File: src/rtl/sipo_frame_receiver_pkg.sv
// Shared types and sizing helpers for the serial-in, parallel-out frame receiver.
package sipo_pkg;

  typedef enum logic {
    IDLE  = 1'b0,
    SHIFT = 1'b1
  } state_e;

  // Bit-count register width: it must hold every value from 0 up to WIDTH+PARITY.
  function automatic int cnt_w(input int width, input int parity);
    return $clog2(width + parity + 1);
  endfunction

endpackage

File: src/rtl/sipo_frame_receiver_if.sv
// Serial input and parallel valid/ready output bundle of the frame receiver.
interface sipo_frame_receiver_if #(
  parameter int WIDTH = 4
);
  logic             sin;
  logic             sin_valid;
  logic             sof;
  logic             lsb_first;
  logic [WIDTH-1:0] dout;
  logic             dout_valid;
  logic             dout_ready;
  logic             busy;
  logic             frame_err;
  logic             overrun;
  logic             parity_err;

  // Bit-stream source and word consumer side.
  modport master (
    output sin, sin_valid, sof, lsb_first, dout_ready,
    input  dout, dout_valid, busy, frame_err, overrun, parity_err
  );

  // Receiver side.
  modport slave (
    input  sin, sin_valid, sof, lsb_first, dout_ready,
    output dout, dout_valid, busy, frame_err, overrun, parity_err
  );
endinterface

File: src/rtl/sipo_frame_receiver_shifter.sv
// Bidirectional WIDTH-bit shift register with a latched direction and a bit counter.
// Bits beyond WIDTH (the parity bit) advance the counter but leave the data alone.
module sipo_shifter
  import sipo_pkg::*;
#(
  parameter int WIDTH = 4,
  parameter int CNT_W = cnt_w(4, 0)
) (
  input  logic             clk,
  input  logic             reset,
  input  logic             load,       // start a frame with bit_in as its first bit
  input  logic             shift,      // append bit_in to the frame in progress
  input  logic             done,       // this shift completes the frame
  input  logic             bit_in,
  input  logic             load_lsb,   // bit order for the frame being started
  output logic [WIDTH-1:0] data,
  output logic [WIDTH-1:0] data_shift, // data with bit_in already shifted in
  output logic [CNT_W-1:0] cnt
);

  logic [WIDTH-1:0] data_q, data_d;
  logic [CNT_W-1:0] cnt_q, cnt_d;
  logic             lsb_q, lsb_d;

  // Next-state of register, direction and count for load / shift / hold.
  always_comb begin
    data_shift = lsb_q ? {bit_in, data_q[WIDTH-1:1]} : {data_q[WIDTH-2:0], bit_in};
    data_d     = data_q;
    cnt_d      = cnt_q;
    lsb_d      = lsb_q;
    if (load) begin
      lsb_d  = load_lsb;
      data_d = '0;
      if (load_lsb) data_d[WIDTH-1] = bit_in;
      else          data_d[0]       = bit_in;
      cnt_d  = CNT_W'(1);
    end else if (shift) begin
      if (cnt_q < CNT_W'(WIDTH)) data_d = data_shift;
      cnt_d = done ? '0 : cnt_q + CNT_W'(1);
    end
  end

  // State registers.
  always_ff @(posedge clk or posedge reset) begin
    if (reset) begin
      data_q <= '0;
      cnt_q  <= '0;
      lsb_q  <= 1'b0;
    end else begin
      data_q <= data_d;
      cnt_q  <= cnt_d;
      lsb_q  <= lsb_d;
    end
  end

  assign data = data_q;
  assign cnt  = cnt_q;

endmodule

File: src/rtl/sipo_frame_receiver.sv
// Serial-in, parallel-out frame receiver: frames a strobed bit stream into WIDTH-bit
// words, checks optional even parity and presents words in a one-entry output register.
module sipo_frame_receiver
  import sipo_pkg::*;
#(
  parameter int WIDTH  = 4,
  parameter int PARITY = 0
) (
  input  logic                  clk,
  input  logic                  reset,
  sipo_frame_receiver_if.slave  bus
);

  localparam int               CNT_W = cnt_w(WIDTH, PARITY);
  localparam logic [CNT_W-1:0] LAST  = CNT_W'(WIDTH + PARITY - 1);

  state_e           state_q, state_d;
  logic [WIDTH-1:0] dout_q, dout_d;
  logic             dout_valid_q, dout_valid_d;
  logic             busy_q, busy_d;
  logic             frame_err_q, frame_err_d;
  logic             overrun_q, overrun_d;
  logic             parity_err_q, parity_err_d;

  logic             start, shift, done;
  logic [WIDTH-1:0] sh_data, sh_data_shift, word;
  logic [CNT_W-1:0] sh_cnt;

  sipo_shifter #(
    .WIDTH (WIDTH),
    .CNT_W (CNT_W)
  ) u_shifter (
    .clk        (clk),
    .reset      (reset),
    .load       (start),
    .shift      (shift),
    .done       (done),
    .bit_in     (bus.sin),
    .load_lsb   (bus.lsb_first),
    .data       (sh_data),
    .data_shift (sh_data_shift),
    .cnt        (sh_cnt)
  );

  // Framing FSM, parity check and one-entry output register next-state.
  always_comb begin
    // A sof always starts a fresh frame, even on what would have been the completing bit.
    start = bus.sin_valid && bus.sof;
    shift = (state_q == SHIFT) && bus.sin_valid && !bus.sof;
    done  = shift && (sh_cnt == LAST);
    // With parity the data register is already full when the parity bit arrives.
    word  = (PARITY != 0) ? sh_data : sh_data_shift;

    state_d = state_q;
    if (start)     state_d = SHIFT;
    else if (done) state_d = IDLE;
    busy_d       = (state_d == SHIFT);
    frame_err_d  = start && (state_q == SHIFT);

    dout_d       = dout_q;
    dout_valid_d = dout_valid_q && !bus.dout_ready;
    overrun_d    = 1'b0;
    parity_err_d = 1'b0;
    if (done) begin
      if (!dout_valid_q || bus.dout_ready) begin
        dout_d       = word;
        dout_valid_d = 1'b1;
        parity_err_d = (PARITY != 0) ? ((^sh_data) ^ bus.sin) : 1'b0;
      end else begin
        overrun_d    = 1'b1;
      end
    end
  end

  // Registered state and outputs.
  always_ff @(posedge clk or posedge reset) begin
    if (reset) begin
      state_q      <= IDLE;
      dout_q       <= '0;
      dout_valid_q <= 1'b0;
      busy_q       <= 1'b0;
      frame_err_q  <= 1'b0;
      overrun_q    <= 1'b0;
      parity_err_q <= 1'b0;
    end else begin
      state_q      <= state_d;
      dout_q       <= dout_d;
      dout_valid_q <= dout_valid_d;
      busy_q       <= busy_d;
      frame_err_q  <= frame_err_d;
      overrun_q    <= overrun_d;
      parity_err_q <= parity_err_d;
    end
  end

  assign bus.dout       = dout_q;
  assign bus.dout_valid = dout_valid_q;
  assign bus.busy       = busy_q;
  assign bus.frame_err  = frame_err_q;
  assign bus.overrun    = overrun_q;
  assign bus.parity_err = parity_err_q;

endmodule
File: src/flat_wrapper.sv
// flat-port wrapper written by rule: the top's interface ports become plain ports
module sipo_frame_receiver_flat import sipo_pkg::*;
#(
  parameter int WIDTH  = 4,
  parameter int PARITY = 0
)
  (clk, reset, bus_sin, bus_sin_valid, bus_sof, bus_lsb_first, bus_dout_ready, bus_dout, bus_dout_valid, bus_busy, bus_frame_err, bus_overrun, bus_parity_err);
  sipo_frame_receiver_if #(.WIDTH(WIDTH)) bus_i ();
  input  logic clk;
  input  logic reset;
  input wire logic [$bits(bus_i.sin)-1:0] bus_sin;
  input wire logic [$bits(bus_i.sin_valid)-1:0] bus_sin_valid;
  input wire logic [$bits(bus_i.sof)-1:0] bus_sof;
  input wire logic [$bits(bus_i.lsb_first)-1:0] bus_lsb_first;
  input wire logic [$bits(bus_i.dout_ready)-1:0] bus_dout_ready;
  output wire logic [$bits(bus_i.dout)-1:0] bus_dout;
  output wire logic [$bits(bus_i.dout_valid)-1:0] bus_dout_valid;
  output wire logic [$bits(bus_i.busy)-1:0] bus_busy;
  output wire logic [$bits(bus_i.frame_err)-1:0] bus_frame_err;
  output wire logic [$bits(bus_i.overrun)-1:0] bus_overrun;
  output wire logic [$bits(bus_i.parity_err)-1:0] bus_parity_err;
  assign bus_i.sin = bus_sin;
  assign bus_i.sin_valid = bus_sin_valid;
  assign bus_i.sof = bus_sof;
  assign bus_i.lsb_first = bus_lsb_first;
  assign bus_i.dout_ready = bus_dout_ready;
  assign bus_dout = bus_i.dout;
  assign bus_dout_valid = bus_i.dout_valid;
  assign bus_busy = bus_i.busy;
  assign bus_frame_err = bus_i.frame_err;
  assign bus_overrun = bus_i.overrun;
  assign bus_parity_err = bus_i.parity_err;
  sipo_frame_receiver #(.WIDTH(WIDTH), .PARITY(PARITY)) u_core (.clk(clk), .reset(reset), .bus(bus_i));
endmodule
File: config.mk
export PLATFORM = sky130hd
export DESIGN_NAME = sipo_frame_receiver_flat
export DESIGN_NICKNAME = d
export VERILOG_FILES = /design/src/rtl/sipo_frame_receiver_pkg.sv /design/src/rtl/sipo_frame_receiver_if.sv /design/src/rtl/sipo_frame_receiver_shifter.sv /design/src/rtl/sipo_frame_receiver.sv /design/src/flat_wrapper.sv
export SDC_FILE = /design/constraint.sdc
export NUM_CORES = 1
export LEC_CHECK = 0
export CAP_MARGIN = 40
export CORE_MARGIN = 2
export CORE_UTILIZATION = 45
export DETAILED_ROUTE_END_ITERATION = 10
export PLACE_DENSITY = 0.71
export SLEW_MARGIN = 20
export SYNTH_ARGS = -nofsm -noshare
export SYNTH_HDL_FRONTEND = slang
export SYNTH_SLANG_ARGS = --single-unit
File: constraint.sdc
create_clock -name clk -period 2.6 [get_ports clk]
set_clock_uncertainty 0.05 [all_clocks]
set_input_delay 0.52 -clock clk [delete_from_list [all_inputs] [get_ports clk]]
set_output_delay 0.52 -clock clk [all_outputs]
set_load 0.005 [all_outputs]
==> results of run 1 <==
-- Yosys cell counts --
master                     instances  area share
sky130_fd_sc_hd__buf_2             1      0.0064
sky130_fd_sc_hd__inv_1             8       0.038
sky130_fd_sc_hd__nand2_1           8       0.038
sky130_fd_sc_hd__nor2b_1           1      0.0080
sky130_fd_sc_hd__a32oi_1           1       0.011
sky130_fd_sc_hd__nand2b_2          1       0.011
sky130_fd_sc_hd__nor2_1            2      0.0096
sky130_fd_sc_hd__nor3b_1           1      0.0096
sky130_fd_sc_hd__a31oi_1           1      0.0080
sky130_fd_sc_hd__a21o_1            3       0.029
sky130_fd_sc_hd__or3_1             1      0.0080
sky130_fd_sc_hd__clkbuf_1          2      0.0096
sky130_fd_sc_hd__conb_1            1      0.0048
sky130_fd_sc_hd__nand3_1           2       0.013
sky130_fd_sc_hd__buf_4             1      0.0096
sky130_fd_sc_hd__mux2i_1           4       0.051
sky130_fd_sc_hd__o21a_1            1      0.0096
sky130_fd_sc_hd__a21bo_2           1       0.013
sky130_fd_sc_hd__nor4_1            2       0.016
sky130_fd_sc_hd__nand2b_1          3       0.024
sky130_fd_sc_hd__o32a_1            1       0.013
sky130_fd_sc_hd__a22o_1            2       0.022
sky130_fd_sc_hd__ha_1              1       0.016
sky130_fd_sc_hd__o21ai_0           4       0.026
sky130_fd_sc_hd__dfrtp_1          16        0.51
sky130_fd_sc_hd__a21oi_1           4       0.026
sky130_fd_sc_hd__nor4b_4           1       0.030
sky130_fd_sc_hd__mux2_2            2       0.029
-- stage by stage --
stage | area, um2 | worst slack (ns)
final | 962 | 0.700
after global routing | 962 | 0.641
after CTS | 962 | 0.700
after detailed placement | 940 | 0.442
after global placement | 940 | 0.486
after floorplan | 783 | 0.978
-- flip-flops by register name, summed over array words and instances, names as in the netlist --
signal / count
u_core.bus.overrun: 1
u_core.u_shifter.cnt: 3
u_core.bus.frame_err: 1
u_core.bus.dout_valid: 1
u_core.u_shifter.data: 4
u_core.u_shifter.lsb_q: 1
u_core.bus.dout: 4
u_core.state_q: 1
-- power groups by stage --
stage          logic (uW)  registers (uW)  clock network (uW)
2_1_floorplan         111             338                   0
3_3_place_gp          209             341                   0
3_5_place_dp          210             344                   0
4_1_cts               212             339                 130
5_1_grt               230             348                 146
6_report              210             340                 128
-- routing by layer --
layer  wire length, um  GRT usage
met1               688      0.221
met2               696      0.248
met3                88     0.0397
met4                26     0.0857
met5                 0          0
-- layout make-up --
type / instances / area, um2 / share of cell area
flip-flops and latches: 16 / 400 / 0.416
inverters: 8 / 30.0 / 0.0312
clock buffers: 3 / 22.5 / 0.0234
multi-input cells: 48 / 333 / 0.346
well taps: 17 / 21.3 / 0.0221
repair buffers: 16 / 155 / 0.161
-- logic make-up after synthesis --
kind of cell | after synthesis
buffers and inverters | 12
other | 1
and+or+nand+nor | 22
adders and majority gates | 1
AOI/OAI and AO/OA | 18
muxes | 6
DFF | 16
-- worst max path at each step --
| stage | depth (start not counted) | startpoint | endpoint |
|---|---|---|---|
| 2_1_floorplan | 4 | bus_sin_valid | u_core.bus.dout[0] |
| 3_3_place_gp | 3 | bus_sof | u_core.bus.dout[0] |
| 3_5_place_dp | 3 | bus_sof | u_core.bus.dout[3] |
| 4_1_cts | 1 | u_core.state_q | bus_busy |
| 5_1_grt | 1 | u_core.state_q | bus_busy |
| 6_report | 1 | u_core.state_q | bus_busy |
==> run summary, run 1 <==
The flow ran to the end, and the final reports show no timing, DRC or antenna violations. For the worst flop-to-flop path, the logic depth is 4. The HPWL after detailed placement was 1.11 mm. The run gives 2 as the worst-case clock buffer depth. The worst setup path is launched from a register. The number of nets in the synthesized netlist is 84.

The slowest stage of the critical path is the sky130_fd_sc_hd__clkdlybuf4s50_1 cell. The number of gates resized after CTS was 0. Setup violations remaining at the end of the flow were counted as 0. The relative contribution of the clock network to total power was 0.189.

Walking the worst path, the cells encountered are clkdlybuf4s50_1. The tools report the number of hold violations in the final report as 0. The layout has 157 filler cells. Along the worst path, the maximum fanout reaches 8. The part of the power in registers is 0.502, and the average cell area after synthesis is 10.3 um2. The number of unique standard cell types used by synthesis came out at 28. On the critical path the largest part of the delay comes from buffers and inverters. The cell count after synthesis came out at 76.

The number of design rule violations left after detail routing is 0, and the floorplan die area is 2090 um2. In this run the power spent charging and discharging nets is 196 uW. For the worst setup path, the data required time is 2.03 ns.

By startpoint and endpoint, the worst setup path is classified as reg2out. The mean number of vias per cell was 5.51. Derived from the worst setup path, the maximum achievable clock frequency is 526 MHz. The smallest clock period supported by the final layout is computed as 1.90 ns. The share of the synthesized area in compound gates (AO/OA/AOI/OAI) came out at 0.157. The fraction of the yosys area taken by sequential cells is 0.511. Setup repair after global routing left no endpoint under its margin. At the pin with the least slew margin, the transition time is 0.583 ns. The area fraction in and, or, nand and nor cells after synthesis came out at 0.168.

Dominant combinational cell family by area after synthesis: simple AND/OR/NAND/NOR gates. In the final timing run, aggregate negative setup slack is 0 ns. The tools report the number of cells in the design after placement as 105. Across the run, the number of max-cap violations was 0. The synthesized netlist occupies a cell area of 783 um2.

The logs give 0 for the total count of max-transition violations in the final report and 16 for the number of sinks on the clock net. The repair_antennas step left the layout with diodes totalling 0. The logs give 481 uW for the internal power and 0.461 ns for the worst hold-check slack. CTS placed an instance of sky130_fd_sc_hd__clkbuf_4 at the clock tree root. Entering global routing, the biggest net connects 17 pins. The ratio of final minimum period to clock period came out at 0.731. After clock tree synthesis, the clock-pin slew on the worst setup and hold paths is 0.08 ns. The run gives 0 as the number of nets with antenna violations after detailed routing. Xor and xnor fraction of the mapped netlist area: 0.

The floorplan core area was 1690 um2; the highest cell delay on the worst timing path was 0.55 ns. The run gives 0 as the post-CTS repair timing setup buffer count. TritonCTS built the clock tree. Detailed routing inserted a total of 595 vias. The number of search-and-repair iterations in the first detailed-routing pass was 4. The worst hold path belongs to the class reg2reg. The number of antenna violations at the first check in global routing is 0. Hold-critical path endpoint: u_core.u_shifter.cnt[1].

In this run, synthesis produced a sequential element count of 16. The number of levels the H-tree was split into is 1, and the power density relative to cell area is 704 nW/um2. The endpoint identified for the worst register-to-register timing path is u_core.bus.dout[3].

For the count of standard-cell rows, the log shows 15. Number of buffer and inverter stages on the critical path: 1. For this design the static power due to leakage is 0.000469 uW.

The number of hold buffers added after CTS was 0. Across the VDD grid, the largest voltage drop is 413 uV. The run gives 0.165 as the global-route total usage across every layer. Relative to the synthesized area, the layout overhead comes to 22.8%. The fraction of the core area covered by cells at the end of the flow came out at 0.570.

The sort of element at the end of the critical path was an output port. The share of post-route cells with drive strength above 1 was 0.110. The tools report the overall overflow remaining after global route as 0. Iteration-0 DRC count of the detailed router: 17.

The top cell types in the final layout, fill and taps aside, are sky130_fd_sc_hd__dfrtp_1 (16), sky130_fd_sc_hd__clkdlybuf4s50_1 (14), sky130_fd_sc_hd__inv_1 (8), sky130_fd_sc_hd__nand2_1 (8). Most common cell after layout, fill and taps aside: sky130_fd_sc_hd__dfrtp_1. The wire length of the first global-routing pass came out at 2.44 mm. The clock insertion delay at the later pin of the skew report was 0.28 ns.

The worst register-to-register path begins at u_core.u_shifter.cnt[0]. The die extent in y is 45.7 um. Routability-driven placement finished with a final weighted congestion of 0.714. The final wirelength is 1.50 mm, and the total power after layout is 677 uW. Across all register-to-register paths, the minimum setup slack is 0.97 ns. The net switching fraction of the power works out to 0.290. The adder-cell area share of the yosys netlist was 0.0160; the number of instances on the worst hold path was 1.

For the effective utilization at floorplan, the log shows 0.464. The worst hold path begins at u_core.u_shifter.cnt[1]. In the final routed layout, each cell accounts on average for 13.9 um. The tools report the critical path arrival as 1.33 ns. The number of global-route vias before repair is 566. Clock tree synthesis inserted a total of 3 buffers. The fraction of synthesized area in multiplexers was 0.0799; the chip width was 45.7 um. The logs give 108 for the final instance count without filler cells and 0.611 for the relative slew slack. The Yosys step of the flow raised 0 warnings. 16 I/O pins were placed. The count of buffers inserted at the top-level ports is 14, and the number of nets in the final layout is 101.

The tools report the share of power burned in combinational logic as 0.310.
Note: power is estimated with default switching activity, not from simulation.
==> inputs of run 2 (changes only) <==
==> constraint.sdc (replaced) <==
create_clock -name clk -period 1.83 [get_ports clk]
set_clock_uncertainty 0.05 [all_clocks]
set_input_delay 0.366 -clock clk [delete_from_list [all_inputs] [get_ports clk]]
set_output_delay 0.366 -clock clk [all_outputs]
set_load 0.005 [all_outputs]
==> run 2 against run 1 <==
Power is 43% higher. Clock power is 39% higher. Routed wire length is 0.40% higher. Non-clock buffer count is 4 higher. Combinational power is 46% higher. Flip-flop and latch count stayed put. Largest cell class unchanged. Largest power group unchanged. Cell area is 3.1% higher. Critical endpoint unchanged. Worst setup slack worse by 0.60 ns. Count of clock-buffer cells in the layout stayed put. First-iteration DRC count is 59% lower. Sequential share of layout area is 1.3 points lower.
==> run summary, run 2 (synthesized netlist as in run 1, its figures left out) <==
The run finished with clean final reports. The largest delay contributor family on the critical path is buffers and inverters. TritonCTS created 3 clock buffers. Setup repair after global routing left no endpoint under its margin. In the routed design, unresolved DRC markers number 0. In this run, post-CTS repair resized a total of 0 instances. The most common cell after layout, fill and taps aside was sky130_fd_sc_hd__dfrtp_1.

0 antenna diodes ended up in the layout. After filler insertion, the fill cell instance count of the layout stands at 148. The HPWL after detailed placement was 1.13 mm; the net switching fraction of the power was 0.287. Global routing finished with a remaining overflow of 0.

The ratio of final minimum period to clock period was 0.945. Registers take 400 um2. Sort of element at the end of the critical path: an output port.

Floorplan die area: 2090 um2. The global-route total usage across every layer is 0.154. The first detailed-routing pass ran for 4 iterations. The logs give 0 for the number of antenna violations at the first check in global routing and 689 uW for the internal power. The highest cell delay on the worst timing path was 0.55 ns; the power density relative to cell area was 974 nW/um2. The number of nets with antenna violations after detailed routing was 0. Wire length of the first global-routing pass: 2.21 mm. The signal on the critical path passes through clkdlybuf4s50_1. TritonCTS built the clock tree.

The relative contribution of the clock network to total power is 0.184, and the synthesis-to-finish area growth is 26.7%. The setup path with the least slack is of type reg2out. Summed over all nets, the switching power comes to 278 uW.

The mean number of vias per cell came out at 5.29. The chip width is 45.7 um, and the number of sinks on the clock net is 16. The count of buffers inserted at the top-level ports works out to 14.

After detailed routing, the average wire length per cell comes to 13.4 um. The tools report the number of levels the H-tree was split into as 1. Setup violations remaining at the end of the flow were counted as 0. For this block, the via count after detailed routing is 593.

Total count of max-transition violations in the final report: 0. 16 I/O pins were placed. The relative slew slack is 0.609, and the area of the multi-input gates is 333 um2.

The number of global-route vias before repair came out at 530. The part of the power in registers was 0.499. The post-CTS repair timing setup buffer count is 0. In the final timing run, aggregate negative setup slack is 0 ns. For the largest net degree at the start of global routing, the log shows 17. The critical path arrival was 1.31 ns; the quantity of hold-fixing buffers added after cts was 0. The type of the worst min-delay path was in2async. The count of standard-cell rows was 15; the number of buffer and inverter stages on the critical path was 1. The number of hold violations in the final report was 0; the effective utilization at floorplan was 0.464. Summed over all cells, the static leakage comes to 0.000488 uW. In the layout the commonest cells are sky130_fd_sc_hd__dfrtp_1 (16), sky130_fd_sc_hd__clkdlybuf4s50_1 (14), sky130_fd_sc_hd__inv_1 (8), sky130_fd_sc_hd__nand2_1 (8), sky130_fd_sc_hd__buf_4 (6). Static timing analysis puts the maximum clock frequency at 578 MHz. The total stage count of the critical path works out to 1. The slew of the pin with the lowest slew margin works out to 0.585 ns. The run gives 0.317 as the share of power burned in combinational logic. On the critical path, the stage with the largest delay is an instance of sky130_fd_sc_hd__clkdlybuf4s50_1. In this run the standard cell core region covers 1690 um2. The clock passes through at most 2 buffers.

The clock insertion delay at the later pin of the skew report was 0.28 ns. The tool flagged a number of max-cap violations equal to 0. The worst reg-to-reg path cell count works out to 4.

The design draws 966 uW. IR analysis of the VDD net gives a maximum drop of 563 uV. With fillers left out, the area of the finished cells amounts to 992 um2. Die extent in y: 45.7 um. At the end of routability-driven placement, the weighted congestion stood at 0.780. Clock tree synthesis selected as its root buffer the cell sky130_fd_sc_hd__clkbuf_4. Of all nets on the critical path, the largest fanout is 8. The final wirelength is 1.51 mm. Clock-pin slew was measured on the worst setup and hold paths at 0.09 ns.

The number of nets in the final layout is 105. The share of post-route cells with drive strength above 1 came out at 0.147. The startpoint type of the worst setup path is a register. Data on the critical path is required at its endpoint by 1.41 ns. The logs give 7 for the iteration-0 DRC count of the detailed router and 970 um2 for the placed cell area. The clock period minus final worst setup slack came out at 1.73 ns.
-- run 2: cell types whose count changed in the layout (fill, tap and decap cells not counted) --
cell and change:
sky130_fd_sc_hd__buf_4 +4
-- run 2: cell type report --
type                       count  share of cell area
tap                           17              0.0214
sequential                    16               0.404
multi-input combinational     48               0.335
timing repair buffer          20               0.187
inverter                       8              0.0303
clock buffer                   3              0.0227
-- run 2: worst paths after layout --
path,startpoint,endpoint,slack [ns]
worst max-delay path,u_core.state_q,bus_busy,0.10
worst min-delay path,reset,u_core.bus.dout[0],0.38
worst max register to register,u_core.u_shifter.cnt[0],u_core.bus.dout[3],0.28
worst min register to register,u_core.u_shifter.data[2],u_core.u_shifter.data[2],0.46
max in group asynchronous,reset,u_core.u_shifter.data[3],0.96
min in group clk,u_core.u_shifter.data[2],u_core.u_shifter.data[2],0.46
-- run 2: per-stage QoR --
step                      hold WS (ns)  instances  utilization  setup WS [ns]
after floorplan                  0.230         76            -          0.335
after global routing             0.438        112        0.587         0.0565
final                            0.385        112        0.587          0.101
after CTS                        0.404        112        0.587          0.112
after detailed placement         0.446        109        0.574         0.0271
after global placement           0.442        109        0.574         0.0299
-- run 2: routing by layer --
metal | vias up | part of all wire | global-route usage
met5 | - | 0 | 0
met4 | 0 | 0.017 | 0.0686
met3 | 4 | 0.035 | 0.0357
met2 | 14 | 0.47 | 0.239
met1 | 277 | 0.48 | 0.205
li1 | 298 | - | -
-- run 2: power groups by stage --
stage                     Sequential [uW]  Combinational, uW  Clock (uW)
after floorplan                       480                158           0
after global placement                483                300           0
after detailed placement              488                306           0
after CTS                             481                311         182
after global routing                  493                340         199
final                                 482                306         178
-- run 2: worst reg2reg max path: cells and delay by family, from the launching register on --
family / cells / cell delay (ns)
and+or+nand+nor: 2 / 0.41
DFF: 1 / 0.39
muxes: 1 / 0.37
adders and majority gates: 1 / 0.22
